`src/rtl/dram_arb_pkg.sv`:
```
// Shared types for the data-RAM port arbiter: requester ids and the read-return tag.
package dram_arb_pkg;

   typedef enum logic {
      ARB_CPU = 1'b0,
      ARB_DMA = 1'b1
   } arb_id_e;

   typedef struct packed {
      logic    vld;
      arb_id_e id;
   } rd_tag_t;

   localparam rd_tag_t TAG_NONE = '{vld: 1'b0, id: ARB_CPU};

endpackage

```
`src/rtl/dram_arb_tagpipe.sv`:
```
// RD_LAT-deep shift register carrying read tags alongside the RAM's read latency.
module dram_arb_tagpipe
   import dram_arb_pkg::*;
#(
   parameter int RD_LAT = 1
) (
   input  logic    clk,
   input  logic    rst,
   input  rd_tag_t tag_in,
   output rd_tag_t tag_out
);

   rd_tag_t stage [RD_LAT];

   always_ff @(posedge clk or posedge rst) begin
      if (rst) begin
         for (int i = 0; i < RD_LAT; i++) stage[i] <= TAG_NONE;
      end else begin
         stage[0] <= tag_in;
         for (int i = 1; i < RD_LAT; i++) stage[i] <= stage[i-1];
      end
   end

   assign tag_out = stage[RD_LAT-1];

endmodule

```
`src/rtl/dram_port_arbiter.sv`:
```
// CPU/DMA arbiter for the single-port data RAM with in-order read return.
// Define DRAM_ARB_RR_EN for round-robin arbitration; default is CPU priority with MAX_BURST bound.
module dram_port_arbiter
   import dram_arb_pkg::*;
#(
   parameter int AW        = 8,
   parameter int DW        = 8,
   parameter int RD_LAT    = 1,
   parameter int MAX_BURST = 4
) (
   input  logic          CLK,
   input  logic          RESET,
   input  logic          CPU_REQ,
   input  logic          CPU_WE,
   input  logic [AW-1:0] CPU_ADDR,
   input  logic [DW-1:0] CPU_WDATA,
   output logic          CPU_GNT,
   output logic          CPU_VALID,
   output logic [DW-1:0] CPU_RDATA,
   input  logic          DMA_REQ,
   input  logic          DMA_WE,
   input  logic [AW-1:0] DMA_ADDR,
   input  logic [DW-1:0] DMA_WDATA,
   output logic          DMA_GNT,
   output logic          DMA_VALID,
   output logic [DW-1:0] DMA_RDATA,
   output logic [AW-1:0] MEM_ADDR,
   output logic [DW-1:0] MEM_DATA,
   output logic          MEM_MW,
   input  logic [DW-1:0] MEM_Q
);

`ifdef DRAM_ARB_RR_EN
   arb_id_e last_gnt;

   // On a tie the port that did not win last time goes first.
   always_comb begin
      CPU_GNT = CPU_REQ && (!DMA_REQ || last_gnt == ARB_DMA);
      DMA_GNT = DMA_REQ && !CPU_GNT;
   end

   always_ff @(posedge CLK or posedge RESET) begin
      if (RESET)        last_gnt <= ARB_DMA;
      else if (CPU_GNT) last_gnt <= ARB_CPU;
      else if (DMA_GNT) last_gnt <= ARB_DMA;
   end
`else
   localparam int CW = $clog2(MAX_BURST + 1);

   logic [CW-1:0] burst_cnt;
   logic          dma_turn;

   // DMA wins when alone, or once the CPU has used up its burst while DMA waited.
   always_comb begin
      dma_turn = DMA_REQ && (!CPU_REQ || burst_cnt == CW'(MAX_BURST));
      DMA_GNT  = dma_turn;
      CPU_GNT  = CPU_REQ && !dma_turn;
   end

   always_ff @(posedge CLK or posedge RESET) begin
      if (RESET)                   burst_cnt <= '0;
      else if (!DMA_REQ || DMA_GNT) burst_cnt <= '0;
      else if (CPU_GNT)            burst_cnt <= burst_cnt + CW'(1);
   end
`endif

   logic          issue;
   arb_id_e       sel_id;
   logic          sel_we;
   logic [AW-1:0] sel_addr;
   logic [DW-1:0] sel_wdata;
   rd_tag_t       issue_tag;
   rd_tag_t       ret_tag;

   always_comb begin
      issue     = CPU_GNT || DMA_GNT;
      sel_id    = DMA_GNT ? ARB_DMA : ARB_CPU;
      sel_we    = DMA_GNT ? DMA_WE : CPU_WE;
      sel_addr  = DMA_GNT ? DMA_ADDR : CPU_ADDR;
      sel_wdata = DMA_GNT ? DMA_WDATA : CPU_WDATA;
   end

   // Command register: the tag travels with MEM_ADDR so the pipe only covers RAM latency.
   always_ff @(posedge CLK or posedge RESET) begin
      if (RESET) begin
         MEM_ADDR  <= '0;
         MEM_DATA  <= '0;
         MEM_MW    <= 1'b0;
         issue_tag <= TAG_NONE;
      end else begin
         MEM_MW    <= issue && sel_we;
         issue_tag <= '{vld: issue && !sel_we, id: sel_id};
         if (issue) begin
            MEM_ADDR <= sel_addr;
            MEM_DATA <= sel_wdata;
         end
      end
   end

   dram_arb_tagpipe #(
      .RD_LAT (RD_LAT)
   ) u_tagpipe (
      .clk     (CLK),
      .rst     (RESET),
      .tag_in  (issue_tag),
      .tag_out (ret_tag)
   );

   always_ff @(posedge CLK or posedge RESET) begin
      if (RESET) begin
         CPU_VALID <= 1'b0;
         DMA_VALID <= 1'b0;
         CPU_RDATA <= '0;
         DMA_RDATA <= '0;
      end else begin
         CPU_VALID <= ret_tag.vld && ret_tag.id == ARB_CPU;
         DMA_VALID <= ret_tag.vld && ret_tag.id == ARB_DMA;
         if (ret_tag.vld && ret_tag.id == ARB_CPU) CPU_RDATA <= MEM_Q;
         if (ret_tag.vld && ret_tag.id == ARB_DMA) DMA_RDATA <= MEM_Q;
      end
   end

endmodule

```
`config.mk`:
```
export PLATFORM = sky130hd
export DESIGN_NAME = dram_port_arbiter
export DESIGN_NICKNAME = d
export VERILOG_FILES = /design/src/rtl/dram_arb_pkg.sv /design/src/rtl/dram_arb_tagpipe.sv /design/src/rtl/dram_port_arbiter.sv
export SDC_FILE = /design/constraint.sdc
export NUM_CORES = 1
export LEC_CHECK = 0
export BUFFER_PORTS_ARGS = -buffer_cell sky130_fd_sc_hd__buf_4
export CAP_MARGIN = 25
export CORE_ASPECT_RATIO = 0.9
export CORE_MARGIN = 2
export CORE_UTILIZATION = 45
export CTS_CLUSTER_SIZE = 20
export DETAILED_ROUTE_END_ITERATION = 12
export GPL_ROUTABILITY_DRIVEN = 0
export GPL_TIMING_DRIVEN = 0
export PLACE_DENSITY_LB_ADDON = 0.2
export SYNTH_ARGS = -nofsm -noshare
export SYNTH_HDL_FRONTEND = slang
export SYNTH_SLANG_ARGS = --single-unit
```
`constraint.sdc`:
```
create_clock -name CLK -period 1.9 [get_ports CLK]
set_input_delay 0.19 -clock CLK [delete_from_list [all_inputs] [get_ports CLK]]
set_output_delay 0.19 -clock CLK [all_outputs]
set_load 0.05 [all_outputs]
```
* Word level (Yosys, flattened, before mapping)
Cells that the tools add are included.
** Cells by class
- $add $sub $neg :: 1
- $mul :: 0
- Div/mod/pow operators :: 0
- $lt $le $gt $ge :: 0
- Eq/ne operators :: 1
- Shifts and indexed selects :: 0
- Mux-type cells :: 6
- Bitwise logic cells :: 1
- Reductions and logical operators :: 14
** Operators by type and width (count)
- 2-to-1 mux 8 bit :: 2
- logical AND 1 bit :: 6
- 2-to-1 mux 3 bit :: 2
- logical NOT 1 bit :: 4
- adder 3 x 1 -> 3 bit (second input constant) :: 1
- == test 3 bit (second input constant) :: 1
- logical OR 1 bit :: 3
- 2-to-1 mux 1 bit :: 2
- nonzero test 2 bit :: 1
- inverter 1 bit :: 1
** Word-level totals
- Flip-flop bits (word level) :: 42
- Latch bits :: 0
- RAM bits :: 0
- Bits in read-only memories :: 0
- Bits of input ports :: 46
- Output and inout bits :: 37
- Memories :: 0

* Logic depth before layout (Yosys ltp)
Gate-level depths: netlist of the first run.
- Depth after elaboration :: 7
- Depth in mapped cells :: 6

* Modules after synthesis
A second synthesis of the first run with hierarchy kept.
** Unflattened totals
- Cell total of the unflattened synthesis :: 119
- Area total of the unflattened synthesis :: 1712.9 um2
** Modules (own cells, without submodules)
- dram_port_arbiter :: instances 1, cells an instance 116, area an instance 1659.1 um2
- dram_arb_tagpipe :: instances 1, cells an instance 3, area an instance 53.8 um2

* Worst setup path before layout of the first run
No wires, ideal clock.
- Kind :: reg-to-reg
- Start point :: register burst_cnt[0]
- End point :: register issue_tag[1] (netlist name)
- Setup time :: 0.079 ns
- Data arrival time :: 1.411 ns
- Required time :: 1.821 ns
- Slack :: 0.410 ns
- Stages on the path, launching flop included :: 7
- Period minus slack after synthesis :: 1.490 ns
- Cells stage by stage :: dfrtp_1 inv_1 ha_1 nand2_2 a21boi_4 buf_6 mux2i_1
** Between the ends
- Longest elaborated chain between the ends :: 7
- Elaborated cells between the ends (all ways) :: 9
- Classes of those cells :: 1 x eq/ne; 1 x mux; 7 x reduce/logical
** RTL lines
- start, declared :: line dram_port_arbiter.sv:50 : logic [CW-1:0] burst_cnt;
- start signal, assigned :: line dram_port_arbiter.sv:63 : else if (CPU_GNT) burst_cnt <= burst_cnt + CW'(1);
- == test 3 bit * :: line dram_port_arbiter.sv:55 : dma_turn = DMA_REQ && (!CPU_REQ || burst_cnt == CW'(MAX_BURST));
- logical OR 1 bit * :: line dram_port_arbiter.sv:55
- logical AND 1 bit * :: line dram_port_arbiter.sv:55
- net DMA_GNT :: line dram_port_arbiter.sv:24 : output logic DMA_GNT,
- logical NOT 1 bit :: line dram_port_arbiter.sv:57 : CPU_GNT = CPU_REQ && !dma_turn;
- logical AND 1 bit :: line dram_port_arbiter.sv:57
- logical OR 1 bit :: line dram_port_arbiter.sv:76 : issue = CPU_GNT || DMA_GNT;
- logical AND 1 bit * :: line dram_port_arbiter.sv:92 : issue_tag <= '{vld: issue && !sel_we, id: sel_id};
- end signal, assigned :: line dram_port_arbiter.sv:92
- end, declared :: line dram_port_arbiter.sv:72 : rd_tag_t issue_tag;
The timed path passes the listed nets; every way through them passes the cells marked *.
A chain may end at the register's enable or synchronous reset.

* Final worst setup path of the first run
- Start point :: register burst_cnt[0]
- End point :: output DMA_GNT
** Between the ends
- Longest elaborated chain between the ends :: 3
** RTL lines (line)
- == test 3 bit :: dram_port_arbiter.sv:55
- logical OR 1 bit :: dram_port_arbiter.sv:55
- logical AND 1 bit :: dram_port_arbiter.sv:55
- end, declared :: dram_port_arbiter.sv:24
No other way between the ends.

==> flow_summary.yaml, run 1 <==
timing:
  hold_viol: 0
  setup_viol: 0
  rsz0062_at_grt: "no"
  final_max_slew_viol_count: 0
  worstMarginPinSlew_ns: 0.828
  finalCritPeriodShare_pct: 92.9
  fin_setup_tns_ns: 0
  slew_headroom_pct: 44.7
  max_freq_mhz: 567
  skew_ns: 0.00780
  fin_crit_ns: 1.77
  timing.hold.ws_ns: 0.0700
grt:
  grt_pass1_wl_microns: 6030
  grt_use_total_pct: 17.9
  grt_pass1_vias: 1263
  grt_max_degree: 43
  grt_antenna_before_repair: 0
  grt_remaining_overflow: 0
route:
  wl_microns: 3710
  wl_met2_microns: 1790
  route.met3.wl_microns: 336
  drtPass1Iterations: 4
  drt_iter0_markers: 60
  drcViolationCount: 0
  vias: 1284
  viasPerCell: 5.00
  route.layer.met1.wl_microns: 1530
  ant_nets: 0
  dr.max_layer_used: "met4"
  routedWlPerCell_microns: 14.4
pwr:
  finalPower_uw: 2790
  p_leak_uw: 0.00125
  power_frac_seq_pct: 38.3
  power.internal_uw: 1880
  switching_share_pct: 32.5
  p_sw_uw: 908
  ir_drop_uv: 458
  power.density_nw_per_um2: 1090
  combinationalPowerShare_pct: 30.9
  clkPwrFrac_pct: 30.7
worst_setup_path:
  r2r-start: "burst_cnt[0]"
  end_kind: "output port"
  rr_worst_depth: 6
  start_kind: "flop"
  endpoint: "DMA_GNT"
  arrival_ns: 1.58
  crit_start: "burst_cnt[0]"
  r2r_slack_ns: 0.43
  path_class: "reg -> out"
  cp_max_fo: 11
  cp.required_ns: 1.71
  r2r_end: "MEM_DATA[7]"
worst_hold_path:
  hp-class: "in -> async"
cts:
  htreeDepth: 2
  cts_num_sinks: 42
  path_clk_slew_ns: 0.07
  cts_buffers: 5
  clk_latency_ns: 0.29
  cts_tree: "yes"
  hold_buffers: 0
  cts_root_buf: "clkbuf_8"
  clockBufferDepth: 2
synthesis:
  syn_nets: 167
  synth_compound_area_share_pct: 12.8
  synth.area.mux_share_pct: 11.7
  ys_types: 20
  yosys_warnings: 0
  synth-xor-area-share_pct: 0
  synth_top_family_by_area: "compound AO/OA/AOI/OAI gates"
  synth-seq-area-share_pct: 61.4
  synth.avg_cell_area_sq_um: 14.4
  synth_cells: 119
  synthSimpleGateAreaFrac_pct: 8.91
  synthAdderAreaFrac_pct: 1.46
  syn_area_sq_um: 1710
  ys_ff_latch: 42
final_layout:
  layout_commonest_cell: "buf_4"
  area_delta_synth_final_pct: 48.9
  fin_util_pct: 69.3
  fill_cells: 279
  instances_no_fill: 257
  diodes: 0
  drive_above_1_share_pct: 60.2
  nets: 258
  layout_common_cells: "buf_4 (83), dfrtp_1 (42), and2_0 (16), mux2_2 (16), a221o_1 (9)"
floorplan:
  dieArea_sq_um: 4320
  die_x_microns: 69.0
  io_pins: 83
  row_count: 21
  initial_core_util_pct: 46.6
  coreArea_sq_um: 3680
  fp.dieH_microns: 62.5
job:
  drv_cap: 0
placement:
  dp.cells: 247
  post-dp-hpwl_microns: 2740
  port_buffers: 82
outcome:
  status: "finished clean"
==> power by group through the flow <==
stage | Combinational [uW] | Clock, uW | Sequential [uW]
after floorplan | 175 | 0 | 1470
after global placement | 853 | 0 | 1080
after detailed placement | 868 | 0 | 1090
after CTS | 871 | 872 | 1070
after global routing | 902 | 908 | 1080
final | 863 | 858 | 1070
==> layer usage <==
metal / global-route usage [%] / vias up
met2: 29.1 / 65
met5: 0 / -
met4: 5.88 / 0
met1: 22.0 / 607
li1: - / 605
met3: 7.10 / 7
==> registers in the layout (all words and copies together), names as in the netlist <==
| register | cells |
|---|---|
| MEM_DATA | 8 |
| MEM_MW | 1 |
| issue_tag | 2 |
| CPU_RDATA | 8 |
| u_tagpipe.tag_out | 2 |
| MEM_ADDR | 8 |
| DMA_VALID | 1 |
| CPU_VALID | 1 |
| DMA_RDATA | 8 |
| burst_cnt | 3 |
==> critical path, cell delays in order, from the launching register on <==
cell and delay [ns]:
dfrtp_1 0.40, inv_1 0.07, ha_2 0.22, nand2_2 0.09, a21boi_4 0.16, buf_6 0.17, buf_6 0.17
==> what timing repair did <==
action	CTS	global route
setup buffers	2	0
setup endpoints to repair	2	1
pin swaps	2	0
endpoints found under the hold margin	0	0
resized for setup	0	2
==> cells in the mapped netlist <==
cell type   n  area [sq um]
nand3_1     1          5.00
a21boi_4    1          18.8
nand2b_1    1          6.26
buf_6       3          33.8
nor2_1      4          15.0
nor2_2      1          6.26
nand2_1     2          7.51
nand2_2     1          6.26
a22o_2      1          10.0
mux2_2     16           180
or2_2       1          6.26
and2_0     16           100
buf_2       1          5.00
a221o_2     7          78.8
a221o_1     9          90.1
dfrtp_1    42          1050
a31oi_4     1          21.3
inv_1       7          26.3
mux2i_1     2          20.0
ha_1        2          25.0
==> cells by family (layout without fill, tap and decap cells) <==
group / Yosys count / count (layout)
AOI/OAI and AO/OA: 19 / 19
buffers and inverters: 11 / 103
and+or+nand+nor: 27 / 27
DFF: 42 / 42
adders and majority gates: 2 / 2
muxes: 18 / 18
==> worst min-delay path by stage <==
| stage | end | slack, ns | cells after the start |
|---|---|---|---|
| final | DMA_RDATA[1] | 0.07 | 2 |
| after global routing | issue_tag[1] | 0.07 | 2 |
| after CTS | issue_tag[1] | 0.07 | 2 |
| after detailed placement | u_tagpipe.tag_out[0] | 0.34 | 0 |
| after global placement | u_tagpipe.tag_out[1] | 0.33 | 0 |
| after floorplan | issue_tag[1] | 0.28 | 1 |
==> area by class of cell <==
cell class / count / area [sq um] / share of cell area, %
Sequential cell: 42 / 1050 / 41.2
Timing Repair Buffer: 84 / 634 / 24.9
Multi-Input combinational cell: 66 / 599 / 23.5
Clock buffer: 6 / 82.6 / 3.24
Clock inverter: 2 / 60.1 / 2.36
Tap cell: 46 / 57.6 / 2.26
Buffer: 4 / 38.8 / 1.52
Inverter: 7 / 26.3 / 1.03
==> per-stage QoR <==
step | setup slack (ns) | area [sq um]
after global placement | 0.225 | 2390
after CTS | 0.0249 | 2540
final | 0.135 | 2550
after global routing | 0.0313 | 2550
after detailed placement | 0.195 | 2390
after floorplan | 0.410 | 1710
(Power assumes the default switching activity.)
==> run 2, diff against run 1 <==
- BUFFER_PORTS_ARGS: -buffer_cell sky130_fd_sc_hd__buf_4 -> not set
- CORE_ASPECT_RATIO: 0.9 -> 1.75
- CORE_UTILIZATION: 45 -> 46
- DONT_BUFFER_PORTS: not set -> 1
==> run 2 against run 1 <==
Against the previous run:
- first-iteration DRC count is 65% lower
- sequential share of layout area is 14 points higher
- cell count is 31% lower
- global-route usage is 2.4 points lower
- worst setup slack better by 0.0049 ns
- count of clock-buffer cells in the layout is 1 higher
- register-to-register slack worse by 0.07 ns
- sequential power is 37% higher
- sequential cell count stayed put
- highest routed layer unchanged
==> flow_summary.yaml, run 2 (same netlist as run 1, synthesis figures left out) <==
grt:
  grt_pass1_vias: 1080
  grt_use_total_pct: 15.5
  grt_remaining_overflow: 0
  grt_antenna_before_repair: 0
  grt_max_degree: 43
  grt_pass1_wl_microns: 4910
route:
  ant_nets: 0
  drtPass1Iterations: 3
  wl_microns: 3290
  viasPerCell: 5.67
  drt_iter0_markers: 21
  routedWlPerCell_microns: 18.5
  vias: 1010
  drcViolationCount: 0
floorplan:
  initial_core_util_pct: 47.7
  dieArea_sq_um: 4250
  coreArea_sq_um: 3590
  die_x_microns: 50.1
  fp.dieH_microns: 84.7
  io_pins: 83
  row_count: 29
timing:
  rsz0062_at_grt: "no"
  timing.hold.ws_ns: 0.0173
  slew_headroom_pct: 43.9
  final_max_slew_viol_count: 0
  skew_ns: 0.00646
  max_freq_mhz: 568
  setup_viol: 0
  finalCritPeriodShare_pct: 92.6
  fin_setup_tns_ns: 0
  worstMarginPinSlew_ns: 0.840
  hold_viol: 0
  fin_crit_ns: 1.76
cts:
  htreeDepth: 2
  path_clk_slew_ns: 0.08
  cts_num_sinks: 42
  clockBufferDepth: 2
  cts_buffers: 5
  cts_root_buf: "clkbuf_8"
  clk_latency_ns: 0.29
  cts_tree: "yes"
worst_hold_path:
  holdPathStages: 2
  hp-class: "in -> reg"
final_layout:
  nets: 179
  fill_cells: 304
  layout_common_cells: "dfrtp_1 (42), and2_0 (16), mux2_2 (16)"
  diodes: 0
  instances_no_fill: 178
  multi_input_area_sq_um: 611
  regArea_sq_um: 1050
  layout_commonest_cell: "dfrtp_1"
  drive_above_1_share_pct: 33.3
  area_delta_synth_final_pct: 11.9
outcome:
  status: "finished clean"
worst_setup_path:
  path_class: "reg -> out"
  cp_max_fo: 11
  arrival_ns: 1.57
  rr_worst_depth: 6
  end_kind: "output port"
  cp.required_ns: 1.71
  start_kind: "flop"
pwr:
  power.density_nw_per_um2: 1180
  ir_drop_uv: 578
  p_leak_uw: 0.000843
placement:
  port_buffers: 0
  dp.cells: 165
  post-dp-hpwl_microns: 2300
job:
  drv_cap: 0
## run 2: changes by cell type in the layout (fill, tap and decap cells not counted)
cell,before,now
a21boi_2,0,1
buf_4,83,1
buf_6,4,2
buf_8,0,1
bufinv_16,2,0
clkbuf_1,0,1
clkinv_2,0,1
dlygate4sd3_1,0,3
## run 2: timing repair
action                                  CTS  global route
endpoints found under the setup margin    0             1
hold buffers                              2             1
hold endpoints to repair                 43             1
setup buffers                             0             1
resized for setup                         0             2
## run 2: final cells by class
| class | count | area share [%] |
|---|---|---|
| well taps | 46 | 3.00 |
| flip-flops and latches | 42 | 54.8 |
| plain buffers | 4 | 2.22 |
| clock buffers | 7 | 4.50 |
| clock inverters | 1 | 0.261 |
| inverters | 7 | 1.37 |
| multi-input cells | 67 | 31.9 |
| repair buffers | 4 | 1.96 |
## run 2: routing by layer
metal / track usage (%) / wire length (microns)
met1: 15.3 / 1140
met3: 5.69 / 303
met5: 0 / 0
met2: 27.2 / 1800
met4: 8.33 / 48
## run 2: through the flow
step | total power (uW) | setup slack [ns] | utilization (%) | cell area (sq um)
final | 2260 | 0.140 | 53.4 | 1920
after global routing | 2350 | 0.0541 | 53.4 | 1920
after CTS | 2270 | 0.0214 | 52.4 | 1880
after detailed placement | 1700 | 0.247 | 49.3 | 1770
after global placement | 1680 | 0.276 | 49.3 | 1770
after floorplan | 1640 | 0.410 | - | 1710
## run 2: path summary, 6_finish.rpt
check | start | endpoint | slack (ns)
max in group asynchronous | RESET | MEM_MW | 0.84
min reg2reg | issue_tag[0] | u_tagpipe.tag_out[0] | 0.36
min | DMA_REQ | burst_cnt[2] | 0.02
max reg2reg | burst_cnt[0] | issue_tag[1] | 0.36
max | burst_cnt[0] | DMA_GNT | 0.14
min in group asynchronous | RESET | MEM_DATA[7] | 0.53
## run 2: critical path, cell delays in order, from the launching register on
cell      delay [ns]
dfrtp_1         0.40
inv_1           0.06
ha_2            0.22
nand2_2         0.12
a21boi_4        0.25
buf_8           0.22
## run 2: power breakdown
group | leakage (uW) | total, uW | internal [uW] | switching (uW)
registers | 0.000510 | 1470 | 1000 | 469
clock network | 0.0000482 | 578 | 293 | 284
logic | 0.000285 | 209 | 118 | 90.0
total | 0.000843 | 2260 | 1410 | 844
